==> config.mk <==
export PLATFORM = sky130hd
export DESIGN_NAME = button_debounce
export DESIGN_NICKNAME = d
export VERILOG_FILES = /design/src/rtl/blink_pkg.sv /design/src/rtl/btn_sync.sv /design/src/rtl/button_debounce.sv
export SDC_FILE = /design/constraint.sdc
export NUM_CORES = 1
export LEC_CHECK = 0
export ABC_AREA = 0
export CORE_UTILIZATION = 40
export DETAILED_ROUTE_END_ITERATION = 6
export PLACE_DENSITY = 0.63
export SYNTH_ARGS = -nofsm -noshare
export SYNTH_HDL_FRONTEND = slang
export SYNTH_HIERARCHICAL = 1
export SYNTH_SLANG_ARGS = --single-unit
==> constraint.sdc <==
create_clock -name CLK -period 2.7 [get_ports CLK]
set_input_delay 0.27 -clock CLK [delete_from_list [all_inputs] [get_ports CLK]]
set_output_delay 0.27 -clock CLK [all_outputs]
set_load 0.01 [all_outputs]
==> src/rtl/blink_pkg.sv <==
`default_nettype none
// ============================================================================
// Module  : blink_pkg
// Purpose : Shared types and board-level timing defaults for the LED blinker's
//           button conditioning path.
// Contents: btn_state_t - debounce FSM state encoding
//           CLK_HZ, DEBOUNCE_MS, LONG_MS - default board timing constants
// Revision: 1.0 - initial release
// ============================================================================
package blink_pkg;

  localparam int CLK_HZ      = 50_000_000;
  localparam int DEBOUNCE_MS = 20;
  localparam int LONG_MS     = 1000;

  typedef enum logic [2:0] {
    ST_IDLE        = 3'd0,
    ST_DEB_PRESS   = 3'd1,
    ST_HELD        = 3'd2,
    ST_LONG_HELD   = 3'd3,
    ST_DEB_RELEASE = 3'd4
  } btn_state_t;

endpackage
`default_nettype wire

==> src/rtl/btn_sync.sv <==
`default_nettype none
// ============================================================================
// Module  : btn_sync
// Purpose : Multi-flop synchroniser for a single asynchronous board input.
// Ports   : CLK - destination clock
//           RST - asynchronous active-high reset, clears every stage
//           D   - asynchronous input
//           Q   - synchronised output (last stage)
// Revision: 1.0 - initial release
// ============================================================================
module btn_sync #(
  parameter int STAGES = 2
) (
  input  logic CLK,
  input  logic RST,
  input  logic D,
  output logic Q
);

  logic [STAGES-1:0] r_sync;

  // Bit 0 is the metastability-catching flop; data shifts toward the MSB.
  always_ff @(posedge CLK or posedge RST) begin
    if (RST) begin
      r_sync <= '0;
    end else begin
      r_sync <= {r_sync[STAGES-2:0], D};
    end
  end

  assign Q = r_sync[STAGES-1];

endmodule
`default_nettype wire

==> src/rtl/button_debounce.sv <==
`default_nettype none
// ============================================================================
// Module  : button_debounce
// Purpose : Synchronises and debounces one raw push-button and classifies
//           each press as short (pulse on release) or long (pulse while held).
// Ports   : CLK        - system clock, rising edge
//           RST        - asynchronous active-high reset
//           BTN        - raw, bouncy, asynchronous button input
//           BTN_LEVEL  - debounced button level (registered)
//           PRESS      - one-cycle pulse on release of a press that never
//                        reached the long threshold (registered)
//           LONG_PRESS - one-cycle pulse when a hold reaches LONG_CYCLES
//                        (registered)
// Revision: 1.0 - initial release
// ============================================================================
module button_debounce
  import blink_pkg::*;
#(
  parameter int SYNC_STAGES     = 2,
  parameter int DEBOUNCE_CYCLES = (CLK_HZ / 1000) * DEBOUNCE_MS,
  parameter int LONG_CYCLES     = (CLK_HZ / 1000) * LONG_MS
) (
  input  logic CLK,
  input  logic RST,
  input  logic BTN,
  output logic BTN_LEVEL,
  output logic PRESS,
  output logic LONG_PRESS
);

  localparam int c_DEB_W  = $clog2(DEBOUNCE_CYCLES);
  localparam int c_HOLD_W = $clog2(LONG_CYCLES);

  localparam logic [c_DEB_W-1:0]  c_DEB_LAST  = c_DEB_W'(DEBOUNCE_CYCLES - 1);
  localparam logic [c_DEB_W-1:0]  c_DEB_ONE   = c_DEB_W'(1);
  localparam logic [c_HOLD_W-1:0] c_HOLD_LAST = c_HOLD_W'(LONG_CYCLES - 1);
  localparam logic [c_HOLD_W-1:0] c_HOLD_ONE  = c_HOLD_W'(1);

  logic                w_btn_s;
  btn_state_t          r_state;
  logic [c_DEB_W-1:0]  r_deb_cnt;
  logic [c_HOLD_W-1:0] r_hold_cnt;
  logic                r_long_flag;
  logic                r_level;
  logic                r_press;
  logic                r_long;

  btn_sync #(
    .STAGES (SYNC_STAGES)
  ) u_sync (
    .CLK (CLK),
    .RST (RST),
    .D   (BTN),
    .Q   (w_btn_s)
  );

  always_ff @(posedge CLK or posedge RST) begin
    if (RST) begin
      r_state     <= ST_IDLE;
      r_deb_cnt   <= '0;
      r_hold_cnt  <= '0;
      r_long_flag <= 1'b0;
      r_level     <= 1'b0;
      r_press     <= 1'b0;
      r_long      <= 1'b0;
    end else begin
      r_press <= 1'b0;
      r_long  <= 1'b0;
      case (r_state)
        ST_IDLE: begin
          if (w_btn_s) begin
            r_state   <= ST_DEB_PRESS;
            r_deb_cnt <= '0;
          end
        end

        ST_DEB_PRESS: begin
          if (!w_btn_s) begin
            r_state <= ST_IDLE;
          end else if (r_deb_cnt == c_DEB_LAST) begin
            r_state     <= ST_HELD;
            r_level     <= 1'b1;
            r_hold_cnt  <= '0;
            r_long_flag <= 1'b0;
          end else begin
            r_deb_cnt <= r_deb_cnt + c_DEB_ONE;
          end
        end

        // A release seen on the same cycle as the long threshold wins, so a
        // press cut short at the boundary is reported as short.
        ST_HELD: begin
          if (!w_btn_s) begin
            r_state   <= ST_DEB_RELEASE;
            r_deb_cnt <= '0;
          end else if (r_hold_cnt == c_HOLD_LAST) begin
            r_state     <= ST_LONG_HELD;
            r_long      <= 1'b1;
            r_long_flag <= 1'b1;
          end else begin
            r_hold_cnt <= r_hold_cnt + c_HOLD_ONE;
          end
        end

        ST_LONG_HELD: begin
          if (!w_btn_s) begin
            r_state   <= ST_DEB_RELEASE;
            r_deb_cnt <= '0;
          end
        end

        // hold_cnt is left untouched here so a rejected release bounce
        // resumes the hold timer where it stopped.
        ST_DEB_RELEASE: begin
          if (w_btn_s) begin
            r_state <= r_long_flag ? ST_LONG_HELD : ST_HELD;
          end else if (r_deb_cnt == c_DEB_LAST) begin
            r_state <= ST_IDLE;
            r_level <= 1'b0;
            r_press <= ~r_long_flag;
          end else begin
            r_deb_cnt <= r_deb_cnt + c_DEB_ONE;
          end
        end

        default: begin
          r_state <= ST_IDLE;
        end
      endcase
    end
  end

  assign BTN_LEVEL  = r_level;
  assign PRESS      = r_press;
  assign LONG_PRESS = r_long;

endmodule
`default_nettype wire

==> impl_metrics.csv, run 1 <==
group,metric,value,unit
outcome,status,"completed",
flow_run,maxCapViolCount,0,
power_and_ir_drop,ir_worst_vdd,242.1,µV
final_layout,synthToLayoutAreaGrowth,12.73,%
logic_synthesis,syn-cell-area,0.003065,mm²
logic_synthesis,synthFlopType,"dfrtp_1",
routing,vias,2658,
logic_synthesis,async_reset_ff_share,100.0,%
clock_network,clk_pin_slew,100,ps
clock_network,insertion_delay,320,ps
routing,ant_nets,0,
worst_setup_path,path_buf_inv,0,
worst_setup_path,r2r_slack,180,ps
final_layout,final_common_cell,"dfrtp_1",
routing,remaining_drc_errors,0,
final_layout,finish.utilization,47.14,%
worst_setup_path,critPathRequiredTime,2900,ps
logic_synthesis,synth_cell_types,52,
timing,post-route-period-util,93.50,%
clock_network,cts_sinks,55,
routing,vias_per_cell,6.000,
timing,setup_violations,0,
logic_synthesis,yosysSeqAreaShare,44.90,%
routing,drt_iter0_drc,101,
timing,fmax,396.1,MHz
clock_network,numCtsBuffers,5,
timing,finalHoldViolCount,0,
floorplan,die_w,89.54,µm
final_layout,drive_gt1_share,10.76,%
power_and_ir_drop,leakage,1.467,nW
routing,wl,7023,µm
floorplan,chipHeight,89.54,µm
logic_synthesis,synthTopCellsByArea,"dfrtp_1, a21oi_1, nand2_1",
placed_design,gp_congestion,0.7979,
placed_design,place_area,0.003331,mm²
placed_design,place_ws,183.4,ps
timing,setup_ws,175.5,ps
clock_network,htree_levels,2,
timing,setup_tns,0,ps
routing,firstDrtPassIters,4,
global_routing,grt_max_degree,34,
floorplan,start_util,41.82,%
worst_setup_path,cp_top_family,"simple AND/OR/NAND/NOR gates",
worst_setup_path,crit_fanout,18,
global_routing,antenna_found_initial,0,
power_and_ir_drop,p_per_area,428.1,mW/mm²
timing,maxSlewViolCount,0,
logic_synthesis,synth_largest_area_cell,"dfrtp_1",
timing,fin_crit,2524,ps
final_layout,final_cell_mix,"dfrtp_1, nand2_1, a21oi_1, nand3_1, nor2_1",
logic_synthesis,synth_edf_count,0,
floorplan,fp.dieArea,0.008017,mm²
worst_setup_path,max_stage_delay,710,ps
global_routing,grtUsageTotal,19.87,%
clock_network,clockBufferDepth,2,
logic_synthesis,ys_ff_latch,55,
global_routing,grt_overflow,0,
routing,wire_per_inst,15.85,µm
worst_setup_path,cp.arrival,2720,ps
global_routing,grt_pass1_vias,2590,
placed_design,port-buffer-count,5,
worst_setup_path,reg2reg_depth,5,
global_routing,grt_first_pass_wirelength,12180,µm
global_routing,grt_use_met3,3.232,%
logic_synthesis,synth_top_area_share,44.90,%
worst_setup_path,cp-end-kind,"register",
logic_synthesis,synth_nets,331,
worst_setup_path,start_kind,"register",
timing,tightest_slew,759.0,ps
timing,finClkSkew,10.11,ps
worst_setup_path,r2r_start,"r_deb_cnt[15]$_DFFE_PP0P_",
worst_setup_path,crit_start,"r_deb_cnt[15]$_DFFE_PP0P_",
floorplan,row_count,31,
floorplan,coreArea,0.007331,mm²
timing,rsz0062_at_grt,"false",
final_layout,nets,348,
floorplan,num_io_pins,6,
logic_synthesis,yosysWarningCount,6,
placed_design,dp_hpwl,4874,µm
global_routing,use_met1,25.20,%
clock_network,tritoncts,"yes",
timing,slew_headroom,49.09,%
worst_setup_path,path_class,"register to register",
final_layout,antennaDiodeCount,0,
worst_setup_path,cp_slowest_cell,"or4_1",
hold_path,hp-class,"input port to asynchronous set/reset pin",
worst_setup_path,cp_cell_sequence,"nor4b_2, nand4_1, or4_1, and2_4, a221o_1",
clock_network,cts-root-buf,"clkbuf_8",
logic_synthesis,syn_area_per_cell,9.403,µm²
worst_setup_path,r2r-end,"r_hold_cnt[7]$_DFFE_PP0P_",
global_routing,grt_util_met2,33.95,%
global_routing,grt.busiest_layer,"met2",
final_layout,design_area,0.003456,mm²
logic_synthesis,syn-instance-count,326,
-- cell type report --
cell class | count | area (µm²)
clock buffers | 6 | 82.58
clock inverters | 2 | 35.03
fillers | 691 | 3875
inverters | 7 | 26.28
multi-input cells | 250 | 1607
flip-flops and latches | 55 | 1376
well taps | 99 | 123.9
repair buffers | 24 | 205.2
-- registers in the layout, summed over array words and instances (netlist names) --
register and flops:
r_hold_cnt 26, r_deb_cnt 20, r_state 3, u_sync/r_sync 2, BTN_LEVEL 1, LONG_PRESS 1, PRESS 1, r_long_flag 1
-- metal layers --
layer	up-vias	wire, µm
li1	1293	-
met1	1325	3416
met2	33	3375
met3	7	140
met4	0	92
met5	-	0
-- worst max path at each step --
| stage | endpoint | slack (ps) | cells past startpoint |
|---|---|---|---|
| after global placement | r_hold_cnt[12]$_DFFE_PP0P_ | 230 | 5 |
| final | r_hold_cnt[7]$_DFFE_PP0P_ | 180 | 5 |
| after detailed placement | r_hold_cnt[24]$_DFFE_PP0P_ | 180 | 5 |
| after floorplan | r_hold_cnt[21]$_DFFE_PP0P_ | 410 | 8 |
| after CTS | r_hold_cnt[12]$_DFFE_PP0P_ | 180 | 5 |
| after global routing | r_hold_cnt[12]$_DFFE_PP0P_ | 60 | 5 |
-- report_power, final --
| group | leakage [nW] | switching (W) | internal (W) | total (W) |
|---|---|---|---|---|
| combinational | 0.647 | 0.0000383 | 0.0000214 | 0.0000597 |
| clock | 0.0612 | 0.000279 | 0.000301 | 0.000579 |
| sequential | 0.760 | 0.00000969 | 0.000831 | 0.000841 |
-- cell families after synthesis --
kind of cell | synth area share, %
AOI/OAI and AO/OA | 19.84
xor gates and xnor gates | 2.286
adders and majority gates | 0.8162
buffers and inverters | 3.225
DFF | 44.90
muxes | 1.061
and+or+nand+nor | 27.88
-- cell usage after synthesis (3+ instances only) --
master,instances
a211o_1,6
a21o_1,4
a21oi_1,21
a221o_1,7
a22o_1,4
a31oi_1,3
and3_1,13
and4_1,6
buf_2,4
clkbuf_1,8
dfrtp_1,55
inv_1,7
nand2_1,26
nand2b_1,4
nand3_1,19
nand4_1,13
nor2_1,19
nor3_1,13
nor4_1,7
nor4bb_1,4
o21a_1,3
o21ai_0,18
o311a_1,3
o31ai_1,5
or3_1,11
or4_1,5
xnor2_1,5
xor2_1,3
-- through the flow --
stage	hold WS, ps	instances	total power (W)
2_1_floorplan	11.18	326	0.0008919
3_3_place_gp	332.3	435	0.0009169
3_5_place_dp	334.7	435	0.0009184
4_1_cts	130.1	443	0.001494
5_1_grt	179.7	443	0.001529
6_report	138.1	443	0.001480
-- what timing repair did --
action / 4_1_cts / 5_1_grt
buffers inserted: 0 / 0
setup endpoints to repair: 0 / 2
hold buffers: 0 / 0
resized for setup: 0 / 1
(Power assumes the default switching activity.)
==> run 2: changes to the inputs <==
--- a/config.mk
+++ b/config.mk
@@ -6,6 +6,7 @@
 export NUM_CORES = 1
 export LEC_CHECK = 0
 export ABC_AREA = 0
+export ABC_CLOCK_PERIOD_IN_PS = 2700
 export CORE_UTILIZATION = 40
 export DETAILED_ROUTE_END_ITERATION = 6
 export PLACE_DENSITY = 0.63
==> results of run 2 <==
Final layout, timing and power as in run 1 (identical DEF).
